==> src/rtl/booth_pkg.sv <==
// Shared definitions for the booth multiplier datapath: default operand width,
// derived product/accumulator widths and the accumulator FSM state encoding.
package booth_pkg;

    localparam int D_IN_DEF = 8;

    function automatic int prod_width(input int d_in);
        return 2 * d_in;
    endfunction

    // $clog2(1) is 0, so a single-product build keeps the bare product width
    function automatic int acc_width(input int d_in, input int len);
        return 2 * d_in + $clog2(len);
    endfunction

    typedef enum logic [1:0] {
        IDLE = 2'd0,
        ACC  = 2'd1,
        HOLD = 2'd2
    } acc_state_t;

endpackage

==> src/rtl/booth_prod_acc.sv <==
// Sums LEN consecutive signed products from booth_mult into a guard-bit-widened
// result and offers it on a valid/ready handshake, flagging dropped products.
module booth_prod_acc
    import booth_pkg::*;
#(
    parameter int  D_IN  = D_IN_DEF,
    parameter int  LEN   = 4,
    localparam int PW    = prod_width(D_IN),
    localparam int ACC_W = acc_width(D_IN, LEN)
) (
    input  logic             clk,
    input  logic             rst,
    input  logic             in_valid,
    input  logic [PW-1:0]    in_prod,
    output logic             in_ready,
    input  logic             clear,
    output logic             out_valid,
    input  logic             out_ready,
    output logic [ACC_W-1:0] out_sum,
    output logic             busy,
    output logic             drop_err
);

    localparam int CNT_W = $clog2(LEN + 1);

    acc_state_t       state, state_next;
    logic [ACC_W-1:0] acc, acc_next;
    logic [CNT_W-1:0] cnt, cnt_next, cnt_inc;
    logic             drop_next;
    logic             accept, xfer;
    logic [ACC_W-1:0] prod_ext;

    assign prod_ext  = ACC_W'($signed(in_prod));
    assign cnt_inc   = cnt + CNT_W'(1);

    assign out_valid = (state == HOLD);
    assign busy      = (state == ACC);
    assign in_ready  = (state != HOLD) | out_ready;
    assign out_sum   = acc;
    assign accept    = in_valid & in_ready;
    assign xfer      = out_valid & out_ready;

    always_ff @(posedge clk) begin
        if (rst) begin
            state    <= IDLE;
            acc      <= '0;
            cnt      <= '0;
            drop_err <= 1'b0;
        end else begin
            state    <= state_next;
            acc      <= acc_next;
            cnt      <= cnt_next;
            drop_err <= drop_next;
        end
    end

    // clear outranks every handshake, so a coincident product is neither summed nor flagged
    always_comb begin
        state_next = state;
        acc_next   = acc;
        cnt_next   = cnt;
        drop_next  = drop_err;

        if (clear) begin
            state_next = IDLE;
            acc_next   = '0;
            cnt_next   = '0;
            drop_next  = 1'b0;
        end else begin
            if (in_valid && !in_ready) begin
                drop_next = 1'b1;
            end

            unique case (state)
                IDLE: begin
                    if (accept) begin
                        acc_next   = prod_ext;
                        cnt_next   = CNT_W'(1);
                        state_next = (LEN == 1) ? HOLD : ACC;
                    end
                end
                ACC: begin
                    if (accept) begin
                        acc_next = acc + prod_ext;
                        cnt_next = cnt_inc;
                        if (cnt_inc == CNT_W'(LEN)) begin
                            state_next = HOLD;
                        end
                    end
                end
                HOLD: begin
                    // a product arriving with the transfer restarts accumulation without a bubble
                    if (xfer) begin
                        if (accept) begin
                            acc_next   = prod_ext;
                            cnt_next   = CNT_W'(1);
                            state_next = (LEN == 1) ? HOLD : ACC;
                        end else begin
                            cnt_next   = '0;
                            state_next = IDLE;
                        end
                    end
                end
                default: begin
                    state_next = IDLE;
                end
            endcase
        end
    end

endmodule
==> config.mk <==
export PLATFORM = sky130hd
export DESIGN_NAME = booth_prod_acc
export DESIGN_NICKNAME = d
export VERILOG_FILES = /design/src/rtl/booth_pkg.sv /design/src/rtl/booth_prod_acc.sv
export SDC_FILE = /design/constraint.sdc
export NUM_CORES = 1
export LEC_CHECK = 0
export BUFFER_PORTS_ARGS = -buffer_cell sky130_fd_sc_hd__buf_2
export CAP_MARGIN = 20
export CORE_ASPECT_RATIO = 1.4
export CORE_MARGIN = 8
export CORE_UTILIZATION = 53
export CTS_CLUSTER_DIAMETER = 60
export CTS_CLUSTER_SIZE = 14
export DETAILED_ROUTE_END_ITERATION = 10
export PLACE_DENSITY = 0.89
export SETUP_SLACK_MARGIN = 0.3
export SYNTH_ARGS = -nofsm -noshare
export SYNTH_HDL_FRONTEND = slang
export SYNTH_SLANG_ARGS = --single-unit
export TNS_END_PERCENT = 20
==> constraint.sdc <==
create_clock -name clk -period 4.55 [get_ports clk]
set_input_delay 0.6825 -clock clk [delete_from_list [all_inputs] [get_ports clk]]
set_output_delay 0.6825 -clock clk [all_outputs]
set_load 0.05 [all_outputs]
======== After elaboration in Yosys (flattened, before gate mapping) ========
Index checks and enable logic that the tools add are counted.
operators by class
  add/sub/neg operators ................... 2
  equality and inequality tests ........... 8
  mux-type cells .......................... 15
  bitwise operators ....................... 3
  reduce and logical (&&, ||, !) cells .... 8
operators by type and width
  kind                   number
  $mux W18               3
  $pmux W18 S3           1
  $add A18 B18 Y18       1
  $mux W3                3
  $pmux W3 S3            1
  $mux W2                4
  $reduce_and A4 Y1      2
  $ne A2 B1 Y1 const B   3
  $pmux W2 S3            1
  $ne A2 B2 Y1 const B   2
  $add A3 B1 Y3 const B  1
  $eq A3 B3 Y1 const B   1
  $reduce_and A3 Y1      1
  $reduce_bool A3 Y1     1
  $and A1 B1 Y1          2
  $eq A2 B1 Y1 const B   1
  $eq A2 B2 Y1 const B   1
  $logic_not A2 Y1       1
  $mux W1                2
  $reduce_or A2 Y1       1
  $logic_and A1 B1 Y1    1
  $logic_not A1 Y1       1
  $or A1 B1 Y1           1
word-level totals
  flip-flop bits (word level) ............. 24
  input bits .............................. 21
  output and inout port bits .............. 22
  word-level logic and storage cells ...... 40

======== Longest topological paths before layout ========
Gate-level depths: netlist of run 1.
  word-level depth ........................ 6
  depth in mapped cells ................... 10
  gate-level depth less buffers ........... 8

======== Worst setup path before layout of run 1 ========
OpenSTA, ideal clock, no wires.
  path type ............................... in2reg
  from .................................... input in_prod[0]
  to ...................................... register acc[14], in the netlist out_sum[14]
  library setup time ...................... 0.124 ns
  arrival time ............................ 2.413 ns
  data required time ...................... 4.426 ns
  setup slack ............................. 2.014 ns
  cell stages on the path ................. 8
  path buffers ............................ 0
  cell sequence ........................... ha_1 > fa_1 > a211oi_1 > o21ai_1 > a21oi_1 > a2111oi_0 > a221oi_1 > o21ai_1
between the ends
  cells in the longest elaborated chain, start to end .. 3
RTL lines
  element                 RTL line              source
  start: declaration      booth_prod_acc.sv:14  input logic [PW-1:0] in_prod,
  $add A18 B18 Y18        booth_prod_acc.sv:84  acc_next = acc + prod_ext;
  $mux W18                booth_prod_acc.sv:83  if (accept) begin
  $pmux W18 S3            booth_prod_acc.sv:74  unique case (state)
  end signal: assignment  booth_prod_acc.sv:51  acc <= acc_next;
  end: declaration        booth_prod_acc.sv:27  logic [ACC_W-1:0] acc, acc_next;
No other way between the ends. The select of a mux whose other input is x is not followed.
A chain may end at the register's enable or synchronous reset.

======== Worst setup path in the final report of run 1 ========
Same ends and word-level chain as after synthesis.

==> summary.md, run 1 <==
| Metric | Value |
|---|---|
| Max-slew headroom | `34.98%` |
| Die area | `6221 µm²` |
| Clock Tree Buf Depth | `2` |
| Critical Path Slowest Stage Cell | `fa_1` |
| Worst slew pin tran | `0.9717 ns` |
| RePlAce Congestion | `0.9028` |
| Iter 0 DRT Violations | `121` |
| Combinational power share | `35.4%` |
| PwrDens | `248.0 nW/µm²` |
| Warnings, synthesis | `0` |
| Top post-synthesis cells by area | `dfxtp_1 (23%), ha_1 (14%), a21oi_1 (8.6%)` |
| Worst path most repeated cell | `o21ai_1` |
| Final setup viols | `0` |
| P&R area growth vs syn | `13.75%` |
| Commonest register cell after synthesis | `dfxtp_1` |
| Max Clock Skew | `~0.0084 ns` |
| Remaining Overflow, GRT | `0` |
| Buffers & Inverters on Critical Path | `1` |
| CTS tree | `built` |
| Sum of negative setup slack | `0 ns` |
| Share of cells above drive strength 1 | `17.49%` |
| Reg2reg path depth | `9` |
| Synth cell types | `46` |
| Worst path arrival time | `between 2 and 3 ns` |
| WP depth | `9` |
| Final ANT Viol Nets | `0` |
| Clk slew on worst S/H paths | `0.09 ns` |
| R2R Setup Slk | `1.94 ns` |
| RSZ-0062 raised after global routing | `false` |
| I/O Buffers | `42` |
| Sequential fraction of the synthesis area | `23.06%` |
| Die height | `90.18 µm` |
| Antenna violations before repair | `0` |
| I/O pin count | `43` |
| CTS hold repair buffers | `0` |
| Worst r2r dst | `out_sum[17]` |
| CTS resizes | `0` |
| Pin count of the biggest net entering global routing | `29` |
| Skew-Pair Late Insertion Delay | `0.27 ns` |
| DR WL/cell | `between 15 and 20 µm` |
| Synth cell count leaders | `a21oi_1 (36), dfxtp_1 (24), nor2_1 (24), ha_1 (23), o21ai_0 (17)` |
| Die width | `68.99 µm` |
| # clock sinks | `24` |
| Placed cell areas | `2315 µm²` |
| Clock Power Share | `~26%` |
| R2r startpoint | `state[1]` |
| Syn Std Cell Area | `2083 µm²` |
| Pint | `0.0003715 W` |
| Final Hold Fails | `0` |
| Max-cap violations | `0` |
| Seq pwr share | `between 30% and 40%` |
| Crit path to | `out_sum[14]` |
| DR pass1 iterations | `4` |
| Synth Instances | `between 200 and 300` |
| Post-route design area | `around 2400 µm²` |
| Status | `complete, no violations` |
| Worst-path cell chain | `buf_2 > ha_1 > fa_1 > a211oi_1 > o21ai_1 > a21oi_1 > a2111oi_0 > a221oi_1 > o21ai_1` |
| Routed wire length | `5.570 mm` |
| Via-to-Cell Ratio | `6.306` |
| Post-Syn Nets | `311` |
| Critical Path Fanout Max | `3` |
| Nature of the critical path startpoint | `input pin` |
| H-tree depth | `1` |
| Synthesized flop and latch total | `24` |
| Vias | `between 2000 and 2500` |
| First-pass GRT wire length | `approximately 9.6 mm` |
| Synth top area share | `23.06%` |
| Switching portion of total power | `36.78%` |
| Post-synth top area cell | `dfxtp_1` |
| HP Start | `cnt[2]` |
| Final Net Count | `349` |
| Total CTS buffers | `3` |
| Hold Path Class | `register to register` |
| Crit-path max cell delay | `0.43 ns` |
| Final Max Slew Viols | `0` |
| Max VDD drop | `160.8 µV` |
| EDFF count, synth | `0` |
| Worst setup margin | `about 1.9 ns` |
| Antenna diodes | `0` |
| CP delay by family, top | `compound AO/OA/AOI/OAI gates` |
| Worst Setup SP | `in_prod[0]` |
| Starting Density | `around 54%` |
| Setup Fix Bufs, Post-CTS | `0` |
| Post-route clock period utilization | `between 50% and 60%` |
| Pre-CTS setup slack | `1.671 ns` |
| Hold slack | `0.4772 ns` |
| Vias in the first global route | `2183` |
| DRC viols | `0` |
| Core Region | `3851 µm²` |
| Crit path required time | `4.71 ns` |
| Post-synth ARST share | `0%` |
| Fmax | `~0.37 GHz` |
| Most frequent cell after synthesis | `a21oi_1` |
| Tot GR Track Use | `18.82%` |
| Clk root buf | `clkbuf_8` |
| # rows | `27` |
| Minimum clock period | `2.678 ns` |
| Crit path capture type | `register` |
| Dpl hpwl | `around 4.2 mm` |
| Setup CP Type | `input pin to register` |
| Leak | `between 1 and 1.5 nW` |
| Sw power | `between 0.0002 and 0.00025 W` |
| Syn Area/Cell | `7.832 µm²` |
==> worst reg2reg max path, delay by kind of cell (launching register included) <==
kind | cells | cell delay (ns)
AO/OA/AOI/OAI | 4 | 1.12
buffers and inverters | 3 | 0.67
flip-flops | 1 | 0.44
adder cells (fa/ha/maj) | 1 | 0.21
AND/OR/NAND/NOR | 1 | 0.10
==> cells by family after synthesis <==
| logic type | after synthesis | share of synthesized area [%] |
|---|---|---|
| AO/OA/AOI/OAI | 113 | 35.44 |
| XOR/XNOR | 7 | 2.943 |
| adder cells (fa/ha/maj) | 24 | 14.78 |
| buffers and inverters | 22 | 4.264 |
| flip-flops | 24 | 23.06 |
| multiplexers | 10 | 4.865 |
| AND/OR/NAND/NOR | 66 | 14.66 |
==> power groups by stage <==
| stage | combinational, W | clock, W | sequential, W |
|---|---|---|---|
| floorplan | 0.000127 | 0 | 0.000260 |
| global placement | 0.000200 | 0 | 0.000232 |
| detailed placement | 0.000205 | 0 | 0.000233 |
| CTS | 0.000206 | 0.000155 | 0.000228 |
| global route | 0.000228 | 0.000165 | 0.000230 |
| finish | 0.000208 | 0.000152 | 0.000228 |
==> layout by cell type, fill, tap and decap left out, types with 3 or more instances in the layout <==
cell type  count
o211ai_1       5
nand2b_1       3
a31oi_1        4
clkbuf_8       4
buf_2         42
a21oi_1       36
ha_1          23
o21ai_0       17
a2111oi_0      3
a21o_1         8
and2_1         4
o21bai_1       3
a211o_1        8
nand3_1        6
inv_1         10
nor2_1        24
nand2_1       16
a211oi_1       9
xnor2_1        7
o21a_1         5
mux2i_1        9
o21ai_1        3
nor3_1         4
dfxtp_1       24
==> final cells by class <==
class | count | area [µm²]
Multi-Input combinational cell | 220 | 1514
Timing Repair Buffer | 44 | 225.2
Clock buffer | 4 | 55.05
Inverter | 11 | 41.29
Tap cell | 43 | 53.80
Sequential cell | 24 | 480.5
Fill cell | 354 | 1481
==> flip-flops by register name, indices dropped and copies added, names as in the netlist <==
name / flops
cnt: 3
drop_err: 1
out_sum: 18
state: 2
==> routing by layer <==
layer | part of all wire [%] | wire length [µm] | track usage [%] | vias to the layer above
li1 | - | - | - | 1076
met1 | 40 | 2233 | 21.75 | 1021
met2 | 51 | 2862 | 31.92 | 77
met3 | 7.1 | 394 | 3.602 | 8
met4 | 1.4 | 80 | 7.395 | 0
met5 | 0 | 0 | 0 | -
==> through the flow <==
stage	total power, W	std cells	utilization [%]
4_1_cts	0.0005893	346	61.53
6_report	0.0005877	346	61.53
2_1_floorplan	0.0003878	266	-
5_1_grt	0.0006235	346	61.53
3_5_place_dp	0.0004375	342	60.10
3_3_place_gp	0.0004325	342	60.10
==> worst min path at each step <==
stage | cells after the start | to
6_report | 2 | cnt[2]
5_1_grt | 2 | cnt[2]
2_1_floorplan | 2 | cnt[2]
3_3_place_gp | 2 | drop_err
3_5_place_dp | 2 | out_sum[7]
4_1_cts | 2 | out_sum[7]
(Power assumes the default switching activity.)
==> inputs of run 2 (changes only) <==
--- a/config.mk
+++ b/config.mk
@@ -9,11 +9,11 @@
 export CAP_MARGIN = 20
 export CORE_ASPECT_RATIO = 1.4
 export CORE_MARGIN = 8
-export CORE_UTILIZATION = 53
+export CORE_UTILIZATION = 50
 export CTS_CLUSTER_DIAMETER = 60
 export CTS_CLUSTER_SIZE = 14
 export DETAILED_ROUTE_END_ITERATION = 10
-export PLACE_DENSITY = 0.89
+export PLACE_DENSITY = 0.88
 export SETUP_SLACK_MARGIN = 0.3
 export SYNTH_ARGS = -nofsm -noshare
 export SYNTH_HDL_FRONTEND = slang
==> constraint.sdc (replaced) <==
create_clock -name clk -period 2.2 [get_ports clk]
set_input_delay 0.33 -clock clk [delete_from_list [all_inputs] [get_ports clk]]
set_output_delay 0.33 -clock clk [all_outputs]
set_load 0.05 [all_outputs]
==> run 2 against run 1 <==
Effect of this change:
- sequential share of layout area is 0.78 points lower
- worst setup slack lost 1.8 ns
- cell count increased by 4.0%
- clock power rose to 2.7 times the previous value
- non-clock buffer count is 12 higher
- register-to-register slack lost 1.8 ns
- flip-flop and latch count unchanged
- core utilization is 3.8 points higher
- global-route usage fell by 0.51 points
- largest power group is now combinational logic
==> summary.md, run 2 (synthesis gave the netlist of run 1 again) <==
| Metric | Value |
|---|---|
| Post-layout util | `65.29%` |
| Hold Path Class | `input pin to register` |
| Clk slew on worst S/H paths | `0.09 ns` |
| Status | `complete, no violations` |
| Clk root buf | `clkbuf_8` |
| Share of cells above drive strength 1 | `32.06%` |
| Via-to-Cell Ratio | `6.367` |
| Starting Density | `50.82%` |
| Dpl hpwl | `4.356 mm` |
| Post-route insts no fill | `360` |
| Nature of the critical path startpoint | `register` |
| Post-route clock period utilization | `94.66%` |
| Hold slack | `0.3609 ns` |
| Iter 0 DRT Violations | `139` |
| Switching portion of total power | `around a third` |
| First-pass GRT wire length | `between 10 and 15 mm` |
| Die area | `6518 µm²` |
| Crit path capture type | `register` |
| Antenna violations before repair | `0` |
| Final Hold Fails | `0` |
| Die height | `92.38 µm` |
| Fmax | `slightly below 0.5 GHz` |
| Critical Path Fanout Max | `5` |
| Final ANT Viol Nets | `0` |
| Largest register FFs | `18` |
| # clock sinks | `24` |
| Final Net Count | `361` |
| Pin count of the biggest net entering global routing | `28` |
| Leak | `between 1 and 1.5 nW` |
| Clock Tree Buf Depth | `2` |
| Max-slew headroom | `63.94%` |
| Max-cap violations | `0` |
| Worst path arrival time | `2.26 ns` |
| Most common cell after layout, fill and taps aside | `buf_2` |
| DR WL/cell | `17.72 µm` |
| P&R area growth vs syn | `28.47%` |
| Setup CP Type | `register to register` |
| Tot GR Track Use | `between 10% and 20%` |
| Post-route design area | `2676 µm²` |
| Crit path required time | `2.38 ns` |
| I/O Buffers | `42` |
| Vias | `around 2300` |
| RSZ-0062 raised after global routing | `true` |
| Core Region | `4099 µm²` |
| CTS hold repair buffers | `0` |
| Routed wire length | `6.379 mm` |
| # rows | `28` |
| Seq pwr share | `34.4%` |
| Placed insts | `352` |
| CTS tree | `built` |
| Pint | `slightly below 0.0009 W` |
| Most frequent cells in the layout | `buf_2 (42), a21oi_1 (32), nor2_1 (24)` |
| Remaining Overflow, GRT | `0` |
| FILL cells | `between 300 and 400` |
| Antenna diodes | `0` |
| I/O pin count | `43` |
| Placed cell areas | `2507 µm²` |
| Die width | `70.56 µm` |
| Sw power | `0.0004813 W` |
| Final setup viols | `0` |
| H-tree depth | `1` |
| Sum of negative setup slack | `0 ns` |
| Clock Power Share | `about 29%` |
| Vias in the first global route | `around 2400` |
| DR pass1 iterations | `4` |
| Skew-Pair Late Insertion Delay | `0.28 ns` |
| RePlAce Congestion | `~0.95` |
| Total CTS buffers | `3` |
| Minimum clock period | `2.082 ns` |
| Max VDD drop | `372.2 µV` |
| Worst slew pin tran | `between 0.5 and 0.6 ns` |
| PwrDens | `511.9 nW/µm²` |
| DRC viols | `0` |
| Final Max Slew Viols | `0` |
| Combinational power share | `36.2%` |
| Max Clock Skew | `0.004312 ns` |
-- run 2: final timing paths --
kind	from	end	slack [ns]	cells past startpoint
hold / removal	in_prod[14]	out_sum[14]	0.36	3
hold reg to reg	out_sum[7]	out_sum[7]	0.47	2
setup / recovery	out_sum[0]	out_sum[17]	0.12	8
setup reg to reg	out_sum[0]	out_sum[17]	0.12	8
-- run 2: power groups by stage --
stage                     Sequential [W]  Clock [W]  Combinational [W]
final                           0.000471   0.000403           0.000496
after global routing            0.000475   0.000424           0.000537
after CTS                       0.000471   0.000411           0.000472
after detailed placement        0.000481          0           0.000456
after global placement          0.000480          0           0.000448
after floorplan                 0.000539          0           0.000275
-- run 2: repair_timing --
action / 4_1_cts / 5_1_grt
resized for setup: 6 / 8
endpoints found under the setup margin: 11 / 21
buffers inserted: 3 / 1
pin swaps: 3 / 7
-- run 2: critical path, cell delays in order, from the launching register on --
cell and delay [ns]:
dfxtp_4 0.36, ha_4 0.16, buf_4 0.12, a211o_1 0.32, a21o_1 0.22, o211ai_2 0.30
a211o_1 0.17, a41oi_1 0.12, a31o_1 0.20
-- run 2: cell type report --
type / count / area (µm²) / share of cell area (%)
Multi-Input combinational cell: 220 / 1658 / 61.94
Clock inverter: 1 / 30.03 / 1.122
Timing Repair Buffer: 56 / 327.8 / 12.25
Tap cell: 45 / 56.30 / 2.104
Sequential cell: 24 / 521.8 / 19.50
Clock buffer: 3 / 41.29 / 1.543
Inverter: 11 / 41.29 / 1.543
-- run 2: routing by layer --
metal  global-route usage, %  vias to the layer above  wire length [µm]  part of all wire, %
met5                       0                        -                 0                    0
met4                   11.20                        0               252                  4.0
met3                   2.784                       27               390                  6.1
met2                   33.84                       90              3429                   54
met1                   18.69                     1080              2306                   36
li1                        -                     1095                 -                    -
-- run 2: stage by stage --
stage	setup slack (ns)	power, W
after CTS	0.1567	0.001354
final	0.1176	0.001370
after detailed placement	0.002870	0.0009370
after global routing	0.01646	0.001436
after global placement	0.03844	0.0009288
after floorplan	0.1670	0.0008148
